<file path="src/rtl/ternary_neuron_accum_if.sv">
// Stream bundle for the ternary neuron accumulator: partial-sum input stream
// and one-result-per-frame output stream.
interface ternary_neuron_accum_if #(
    parameter int SUM_W = 3,
    parameter int ACC_W = 8,
    parameter int CNT_W = 8
);
    // Both streams use strict valid/ready: a transfer happens on a rising edge
    // where valid & ready are both 1; a producer holding valid keeps its payload
    // stable until that edge, and ready never depends on valid.
    logic             in_valid;
    logic             in_ready;
    logic [SUM_W-1:0] in_sum;
    logic             in_last;
    logic [ACC_W-1:0] threshold;
    logic             out_valid;
    logic             out_ready;
    logic             out_spike;
    logic [ACC_W-1:0] out_acc;
    logic [CNT_W-1:0] out_count;

    modport master (
        output in_valid, in_sum, in_last, threshold, out_ready,
        input  in_ready, out_valid, out_spike, out_acc, out_count
    );

    modport slave (
        input  in_valid, in_sum, in_last, threshold, out_ready,
        output in_ready, out_valid, out_spike, out_acc, out_count
    );
endinterface

</file>
<file path="src/rtl/ternary_neuron_accum.sv">
// Accumulates signed synapse partial sums over a frame with saturation and
// emits one thresholded spike per frame, held until downstream takes it.
module ternary_neuron_accum #(
    parameter int SUM_W = 3,
    parameter int ACC_W = 8,
    parameter int CNT_W = 8
) (
    input  logic                   clk,
    input  logic                   rst,
    ternary_neuron_accum_if.slave  bus,
    output logic                   dbg_state
);
    typedef enum logic {
        ACCUM = 1'b0,
        FIRE  = 1'b1
    } state_t;

    state_t state_q, state_d;

    logic [ACC_W-1:0] acc_q;
    logic [CNT_W-1:0] cnt_q;
    logic             spike_q;
    logic [ACC_W-1:0] out_acc_q;
    logic [CNT_W-1:0] out_cnt_q;

    logic                    accept;
    logic signed [ACC_W:0]   sum_wide;
    logic [ACC_W-1:0]        sat_sum;
    logic [CNT_W-1:0]        cnt_inc;
    logic                    fire_hit;

    assign bus.in_ready  = (state_q == ACCUM);
    assign bus.out_valid = (state_q == FIRE);
    assign bus.out_spike = spike_q;
    assign bus.out_acc   = out_acc_q;
    assign bus.out_count = out_cnt_q;
    assign dbg_state     = state_q;

    assign accept = bus.in_valid && (state_q == ACCUM);

    // One extra bit of headroom: if the top two bits differ the sum overflowed
    // and the top bit tells which rail to clamp to.
    always_comb begin
        sum_wide = $signed({{(ACC_W + 1 - SUM_W){bus.in_sum[SUM_W-1]}}, bus.in_sum})
                 + $signed({acc_q[ACC_W-1], acc_q});
        sat_sum  = sum_wide[ACC_W-1:0];
        if (sum_wide[ACC_W] != sum_wide[ACC_W-1]) begin
            sat_sum = sum_wide[ACC_W] ? {1'b1, {(ACC_W-1){1'b0}}}
                                      : {1'b0, {(ACC_W-1){1'b1}}};
        end
        cnt_inc  = (&cnt_q) ? cnt_q : cnt_q + {{(CNT_W-1){1'b0}}, 1'b1};
        fire_hit = ($signed(sat_sum) >= $signed(bus.threshold));
    end

    always_comb begin
        state_d = state_q;
        case (state_q)
            ACCUM:   if (accept && bus.in_last) state_d = FIRE;
            FIRE:    if (bus.out_ready)         state_d = ACCUM;
            default: state_d = ACCUM;
        endcase
    end

    always_ff @(posedge clk) begin
        if (rst) state_q <= ACCUM;
        else     state_q <= state_d;
    end

    // Result registers only change on a last beat, so they stay stable in FIRE
    // and keep their values after the result is taken.
    always_ff @(posedge clk) begin
        if (rst) begin
            acc_q     <= '0;
            cnt_q     <= '0;
            spike_q   <= 1'b0;
            out_acc_q <= '0;
            out_cnt_q <= '0;
        end else if (accept) begin
            if (bus.in_last) begin
                out_acc_q <= sat_sum;
                out_cnt_q <= cnt_inc;
                spike_q   <= fire_hit;
                acc_q     <= '0;
                cnt_q     <= '0;
            end else begin
                acc_q <= sat_sum;
                cnt_q <= cnt_inc;
            end
        end
    end
endmodule

</file>
<file path="src/flat_wrapper.sv">
// flat-port wrapper written by rule: the top's interface ports become plain ports
module ternary_neuron_accum_flat 
#(
    parameter int SUM_W = 3,
    parameter int ACC_W = 8,
    parameter int CNT_W = 8
)
  (clk, rst, dbg_state, bus_in_valid, bus_in_sum, bus_in_last, bus_threshold, bus_out_ready, bus_in_ready, bus_out_valid, bus_out_spike, bus_out_acc, bus_out_count);
  ternary_neuron_accum_if #(.SUM_W(SUM_W), .ACC_W(ACC_W), .CNT_W(CNT_W)) bus_i ();
  input  logic clk;
  input  logic rst;
  output logic dbg_state;
  input wire logic [$bits(bus_i.in_valid)-1:0] bus_in_valid;
  input wire logic [$bits(bus_i.in_sum)-1:0] bus_in_sum;
  input wire logic [$bits(bus_i.in_last)-1:0] bus_in_last;
  input wire logic [$bits(bus_i.threshold)-1:0] bus_threshold;
  input wire logic [$bits(bus_i.out_ready)-1:0] bus_out_ready;
  output wire logic [$bits(bus_i.in_ready)-1:0] bus_in_ready;
  output wire logic [$bits(bus_i.out_valid)-1:0] bus_out_valid;
  output wire logic [$bits(bus_i.out_spike)-1:0] bus_out_spike;
  output wire logic [$bits(bus_i.out_acc)-1:0] bus_out_acc;
  output wire logic [$bits(bus_i.out_count)-1:0] bus_out_count;
  assign bus_i.in_valid = bus_in_valid;
  assign bus_i.in_sum = bus_in_sum;
  assign bus_i.in_last = bus_in_last;
  assign bus_i.threshold = bus_threshold;
  assign bus_i.out_ready = bus_out_ready;
  assign bus_in_ready = bus_i.in_ready;
  assign bus_out_valid = bus_i.out_valid;
  assign bus_out_spike = bus_i.out_spike;
  assign bus_out_acc = bus_i.out_acc;
  assign bus_out_count = bus_i.out_count;
  ternary_neuron_accum #(.SUM_W(SUM_W), .ACC_W(ACC_W), .CNT_W(CNT_W)) u_core (.clk(clk), .rst(rst), .bus(bus_i), .dbg_state(dbg_state));
endmodule
</file>
<file path="config.mk">
export PLATFORM = sky130hd
export DESIGN_NAME = ternary_neuron_accum_flat
export DESIGN_NICKNAME = d
export VERILOG_FILES = /design/src/rtl/ternary_neuron_accum_if.sv /design/src/rtl/ternary_neuron_accum.sv /design/src/flat_wrapper.sv
export SDC_FILE = /design/constraint.sdc
export NUM_CORES = 1
export LEC_CHECK = 0
export ABC_AREA = 1
export CAP_MARGIN = 20
export CORE_MARGIN = 4
export CORE_UTILIZATION = 30
export CTS_CLUSTER_DIAMETER = 40
export DETAILED_ROUTE_END_ITERATION = 6
export PLACE_DENSITY = 0.5
export SETUP_SLACK_MARGIN = 0.4
export SKIP_CTS_REPAIR_TIMING = 1
export SYNTH_ARGS = -nofsm -noshare
export SYNTH_HDL_FRONTEND = slang
export SYNTH_SLANG_ARGS = --single-unit
</file>
<file path="constraint.sdc">
create_clock -name clk -period 3.3 [get_ports clk]
set_clock_uncertainty 0.2 [all_clocks]
set_input_delay 0.33 -clock clk [delete_from_list [all_inputs] [get_ports clk]]
set_output_delay 0.33 -clock clk [all_outputs]
set_load 0.02 [all_outputs]
</file>
==> results by group, run 1 <==
GRT
  • Pin count of the biggest net entering global routing: 24
  • Number of global-route vias before repair: between 2000 and 2500
  • Wire length of the first global-routing pass: 9.72 mm
  • Overflow after GRT: 0
  • All-Layer GR Usage: 13.9%
  • Met2 global-route usage: 20.3%
  • GR Util met1: 20.6%
  • Global-route layer with the greatest usage: met1
  • Initial antenna violation count: 0
  • M3 GR Usage: 2.79%

Worst setup path
  • CP arrival: 2860 ps
  • Critical Path Start Type: register
  • Worst R2R End: u_core.bus.out_spike
  • WP data required: 3290 ps
  • Worst R2R Start: u_core.acc_q[0]
  • R2R cell count: 20
  • Worst setup EP type: register
  • Kind of critical path: reg -> reg
  • FF-to-FF setup slack: 430 ps
  • Critical Path Fanout Max: 6

Synthesis
  • Simple-gate share of the synthesized area: 30.3%
  • Syn Area/Cell: about 7 um2
  • Synth warn: 0
  • Post-Syn Instances: 320
  • Post-synthesis sequential area ratio: a little over 30%
  • Largest family of logic cells by synthesized area: simple AND/OR/NAND/NOR gates
  • Mux cell area share after synthesis: 0%
  • FF+latch count, synth: 34
  • Adder-Cell Fraction of Synth Area: a little over a tenth
  • Library cells used by synthesis: 33
  • Net Count, Synth: 354
  • XOR/XNOR Fraction of Synth Area: 1.57%
  • Syn Std Cell Area: around 2200 um2
  • Post-synthesis compound-gate area fraction: about 16%

Die
  • Starting Density: a little over 30%
  • Core area: ~7300 um2
  • DIE HEIGHT: 94.3 um
  • Cell row count: 31
  • Die width: 94.3 um
  • Die Footprint: 8900 um2
  • IO Pins: 36

Timing
  • Tmin final: around 2900 ps
  • Final period utilization: 87.1%
  • Endpoints failing setup: 0
  • Final hold violation count: 0
  • Slew Limit Fails: 0
  • Worst Setup Slack, final: about 430 ps
  • Slew margin rel.: 56.8%
  • F_max: 348 MHz
  • RSZ-0062 raised after global routing: true
  • Worst Tran Pin Value: 648 ps

Min path
  • Hold-critical path depth: 2
  • Worst Hold Endpoint: u_core.cnt_q[3]
  • Hold_sp: u_core.cnt_q[3]
  • Hold WC Path Type: reg -> reg

Layout
  • Diodes inserted: 0
  • Final Core Density: between 40% and 50%
  • Layout Nets: 422
  • P&R area growth vs syn: 43.4%
  • Final instance area: 3210 um2
  • Share of cells above drive strength 1: about a quarter
  • Filler instances: approximately 760

Route
  • Vias: 2110
  • Drt pass-1 iters: 4
  • Wire length per cell: 12.0 um
  • Routed WL: slightly below 6 mm
  • Routed Antenna Nets: 0
  • Via density: 4.33
  • DRC: 0
  • DRT iter0 DRCs: 100

Clock tree
  • Clock sinks: 34
  • Clock-pin slew on the worst setup and hold paths: 70 ps
  • Clock Path Buffers: 2
  • CTS tree: built
  • H-tree depth: 2
  • Inserted Clock Buffers: 5
  • Worst-skew pair later-pin latency: 290 ps
  • Root Driver: clkbuf_8

Power and ir drop
  • Leakage: ~1.5 nW
  • Clock power share: about 30%
  • Combinational power share: 37.4%
  • Pwr Density: about 420 nW/um2
  • Flop pwr share: 33.3%
  • Psw: ~0.00043 W
  • Internal power: a little over 0.0009 W
  • Sw Ratio: 31.8%
  • Total power draw: 0.00134 W
  • Worst VDD drop: 173 uV

Outcome
  • Status: finished, final reports clean

Placement
  • Dpl cell area: 2880 um2
  • Pre-CTS setup slack: -231 ps
  • Buffers on Ports: 35
  • Hpwl dp: 4.35 mm
  • Final GP Congestion: 0.795

Flow run
  • Max cap viols: 0
## final cells by class
cell class / count / area, um2 / area share, %
Clock buffer: 6 / 82.6 / 2.58
Tap cell: 99 / 124 / 3.86
Multi-Input combinational cell: 223 / 1460 / 45.4
Sequential cell: 34 / 682 / 21.3
Inverter: 54 / 203 / 6.32
Timing Repair Buffer: 70 / 628 / 19.6
Clock inverter: 1 / 30.0 / 0.937
## cell usage in the layout, fill, tap and decap left out, drive strengths merged, types with 6 or more instances in the layout
cell type       n
clkbuf          6
clkdlybuf4s50  32
nor2           13
ha             17
dfxtp          34
nand3          16
a21oi          28
inv            54
nand2          99
buf            35
o21ai          19
o21bai          9
## kinds of logic (layout without fill, tap and decap cells)
| kind of cell | count (synthesis) | in the layout |
|---|---|---|
| AOI/OAI and AO/OA | 59 | 59 |
| buffers and inverters | 63 | 131 |
| xor gates and xnor gates | 4 | 4 |
| and+or+nand+nor | 142 | 142 |
| adders and majority gates | 18 | 18 |
| DFF | 34 | 34 |
## registers in the layout (all words and copies together) (netlist names)
signal / cells
u_core.acc_q: 8
u_core.bus.out_acc: 8
u_core.bus.out_count: 8
u_core.cnt_q: 8
u_core.bus.out_spike: 1
u_core.bus.out_valid: 1
## metal layers
layer	part of all wire [%]	vias up	wire length [um]
met4	0.58	0	34
met2	44	19	2580
li1	-	1147	-
met3	2.2	2	127
met1	53	942	3120
met5	0	-	0
## power by group through the flow
stage	sequential, W	clock [W]	combinational (W)
6_report	0.000448	0.000393	0.000503
3_5_place_dp	0.000457	0	0.000426
3_3_place_gp	0.000457	0	0.000427
2_1_floorplan	0.000471	0	0.000227
4_1_cts	0.000448	0.000411	0.000430
5_1_grt	0.000451	0.000429	0.000556
## metrics by stage
stage	hold WS, ps	cells	TNS [ps]
after floorplan	245	320	0
after global placement	254	474	-156
after CTS	274	481	0
final	270	487	0
after detailed placement	263	474	-231
after global routing	291	487	0
## worst max-delay path, stage by stage (launching register included)
cell     delay, ps
dfxtp_2        360
ha_4           140
inv_2           30
fa_2           360
inv_2           60
nand2_2         50
nand2_4         70
nand3_4        100
nand3_2         90
nand2_2         70
nand2_4        130
buf_6          130
nand2_4         50
ha_1           280
nand2_2         60
nor3_4         210
nand2_2         80
nand3_2         70
nand4_1         90
nand2_1        100
inv_1           30
## synthesized netlist by cell type (all sizes together)
| cell type | number | area, um2 |
|---|---|---|
| a21oi | 28 | 159 |
| and2 | 2 | 12.5 |
| buf | 3 | 23.8 |
| clkbuf | 6 | 22.5 |
| dfxtp | 34 | 681 |
| fa | 1 | 20.0 |
| ha | 17 | 213 |
| inv | 54 | 203 |
| nand2 | 99 | 439 |
| nand3 | 16 | 85.1 |
| nand3b | 2 | 15.0 |
| nand4 | 4 | 25.0 |
| nor2 | 13 | 51.3 |
| nor3 | 3 | 31.3 |
| o211ai | 1 | 7.51 |
| o21a | 1 | 7.51 |
| o21ai | 19 | 95.1 |
| o21bai | 9 | 82.6 |
| o31a | 1 | 8.76 |
| or2 | 3 | 18.8 |
| xnor2 | 4 | 35.0 |
## worst max-delay path by stage
stage	startpoint	to	slack, ps	cells after the start
finish	u_core.acc_q[0]	u_core.bus.out_spike	430	20
global route	u_core.acc_q[0]	u_core.bus.out_spike	260	24
CTS	bus_in_sum[0]	u_core.bus.out_spike	80	22
detailed placement	bus_in_sum[0]	u_core.bus.out_spike	-230	22
global placement	bus_in_sum[0]	u_core.bus.out_spike	-160	22
floorplan	bus_in_sum[0]	u_core.bus.out_spike	520	21
No activity file was read; power rests on OpenSTA's default activity.
==> inputs of run 2 (changes only) <==
--- a/config.mk
+++ b/config.mk
@@ -10,6 +10,7 @@
 export CORE_MARGIN = 4
 export CORE_UTILIZATION = 30
 export CTS_CLUSTER_DIAMETER = 40
+export CTS_CLUSTER_SIZE = 20
 export DETAILED_ROUTE_END_ITERATION = 6
 export PLACE_DENSITY = 0.5
 export SETUP_SLACK_MARGIN = 0.4
==> results of run 2 <==
No change in the layout: final DEF, timing and power equal those of run 1.
==> inputs of run 3 (changes only) <==
--- a/config.mk
+++ b/config.mk
@@ -6,8 +6,8 @@
 export NUM_CORES = 1
 export LEC_CHECK = 0
 export ABC_AREA = 1
-export CAP_MARGIN = 20
-export CORE_MARGIN = 4
+export ABC_CLOCK_PERIOD_IN_PS = 3300
+export CAP_MARGIN = 30
 export CORE_UTILIZATION = 30
 export CTS_CLUSTER_DIAMETER = 40
 export CTS_CLUSTER_SIZE = 20
==> results by group, run 3 (synthesis results as in run 1) <==
Power and ir drop
  • Internal power: 0.000926 W
  • Sw Ratio: 32.2%
  • Clock power share: 28.9%
  • Leakage: 1.54 nW
  • Worst VDD drop: 253 uV
  • Flop pwr share: 32.7%
  • Pwr Density: 422 nW/um2
  • Combinational power share: 38.3%
  • Psw: 0.000440 W

Min path
  • Hold-critical path depth: 2
  • Worst Hold Endpoint: u_core.cnt_q[7]
  • Hold_sp: u_core.cnt_q[7]
  • Hold WC Path Type: reg -> reg

Die
  • IO Pins: 36
  • Die Footprint: 7800 um2
  • Cell row count: 31
  • DIE HEIGHT: 88.3 um
  • Core area: slightly above 7000 um2
  • Die width: about 90 um
  • Starting Density: 31.0%

Layout
  • Share of cells above drive strength 1: 26.7%
  • Final Core Density: 44.9%
  • P&R area growth vs syn: 44.8%
  • Commonest non-fill, non-tap cells in the layout: nand2_1 (71), inv_1 (47), buf_4 (33), dfxtp_1 (33), clkdlybuf4s50_1 (32)
  • Final instance area: 3240 um2
  • Layout Nets: 420
  • Diodes inserted: 0
  • Most common cell after layout, fill and taps aside: nand2_1

Worst setup path
  • Worst R2R End: u_core.bus.out_spike
  • Worst R2R Start: u_core.acc_q[0]
  • Worst setup EP type: register
  • CP arrival: between 2000 and 3000 ps
  • CP top delay family: simple AND/OR/NAND/NOR gates
  • Worst Path Buf+Inv: 4
  • Critical Path Fanout Max: 8
  • Levels on crit path: 20
  • WP data required: 3290 ps
  • FF-to-FF setup slack: 410 ps
  • R2R cell count: 20
  • Critical Path Slowest Stage Cell: dfxtp_4
  • CP cell instances: ha_4 -> inv_2 -> fa_2 -> inv_2 -> nand2_2 -> nand2_4 -> nand3_4 -> nand2_2 -> nand2_2 -> nand2_4 -> nand2_8 -> nand2_4 -> inv_2 -> ha_4 -> a21oi_2 -> o31a_1 -> nand3_1 -> nand4_1 -> nand2_1 -> inv_1
  • Critical Path Start Type: register
  • Kind of critical path: reg -> reg
  • Worst path max stage delay: 370 ps

Placement
  • Final GP Congestion: a little under 0.8
  • Dpl cell area: 2880 um2
  • Hpwl dp: 4.19 mm
  • Buffers on Ports: 35

Route
  • Drt pass-1 iters: 4
  • DRC: 0
  • Via density: 4.49
  • Wire length per cell: 11.9 um
  • DRT iter0 DRCs: 90
  • Wl on met1: around 3 mm
  • Routed WL: between 5 and 6 mm
  • Routed met3 length: roughly 200 um
  • Routed Antenna Nets: 0
  • Vias: 2178
  • Highest Signal Layer: met4
  • Met2 WL: around 2.5 mm

Timing
  • Worst Tran Pin Value: around 600 ps
  • Tmin final: 2890 ps
  • Endpoints failing setup: 0
  • Final hold violation count: 0
  • Final period utilization: 87.6%
  • Slew Limit Fails: 0
  • Slew margin rel.: 60.0%
  • F_max: about 350 MHz
  • RSZ-0062 raised after global routing: true

Clock tree
  • CTS tree: built
  • Clock-pin slew on the worst setup and hold paths: 70 ps
  • Root Driver: clkbuf_8
  • H-tree depth: 2
  • Clock Path Buffers: 2
  • Inserted Clock Buffers: 5
  • Worst-skew pair later-pin latency: 290 ps
  • Clock sinks: 34

GRT
  • Overflow after GRT: 0
  • Initial antenna violation count: 0
  • All-Layer GR Usage: 15.4%
  • Number of global-route vias before repair: approximately 1900
  • Pin count of the biggest net entering global routing: 24
  • Wire length of the first global-routing pass: roughly 9.3 mm

Flow run
  • Max cap viols: 0

Outcome
  • Status: finished, final reports clean
run 3: changes by cell type in the layout (fill, tap and decap cells not counted), sizes merged:
cell  change
buf       -2
run 3: how the worst max path moves through the flow:
| stage | from | to |
|---|---|---|
| detailed placement | bus_in_sum[0] | u_core.bus.out_spike |
| floorplan | bus_in_sum[0] | u_core.bus.out_spike |
| CTS | bus_in_sum[0] | u_core.bus.out_spike |
| finish | u_core.acc_q[0] | u_core.bus.out_spike |
| global placement | bus_in_sum[0] | u_core.bus.out_spike |
| global route | u_core.acc_q[0] | u_core.bus.out_spike |
run 3: metrics by stage:
stage          TNS, ps  setup slack [ps]  hold slack, ps  std cells  power (W)
6_report             0               410             270        485    0.00137
3_3_place_gp      -173              -173             254        474   0.000883
4_1_cts              0              57.7             272        481    0.00128
2_1_floorplan        0               519             245        320   0.000698
5_1_grt              0               218             287        485    0.00145
3_5_place_dp      -230              -230             262        474   0.000882
run 3: worst min-delay path, stage by stage, from the launching register on:
cell and delay, ps:
dfxtp_1 310, nand2_1 60, a21oi_1 50
run 3: power by group through the flow:
| stage | Combinational (W) | Sequential [W] | Clock (W) |
|---|---|---|---|
| 5_1_grt | 0.000578 | 0.000450 | 0.000423 |
| 6_report | 0.000524 | 0.000447 | 0.000396 |
| 3_3_place_gp | 0.000427 | 0.000456 | 0 |
| 2_1_floorplan | 0.000227 | 0.000471 | 0 |
| 3_5_place_dp | 0.000426 | 0.000456 | 0 |
| 4_1_cts | 0.000430 | 0.000447 | 0.000407 |
run 3: layout make-up:
cell class	count	area, um2
Clock buffer	6	82.6
Clock inverter	1	30.0
Fill cell	769	3980
Inverter	54	203
Multi-Input combinational cell	223	1510
Sequential cell	34	684
Tap cell	99	124
Timing Repair Buffer	68	606
run 3: per-layer routing:
metal  vias to the layer above  global-route usage, %
met5                         -                      0
met4                         0                   4.84
met3                         7                   2.71
met2                        40                   22.7
met1                       983                   22.7
li1                       1148                      -
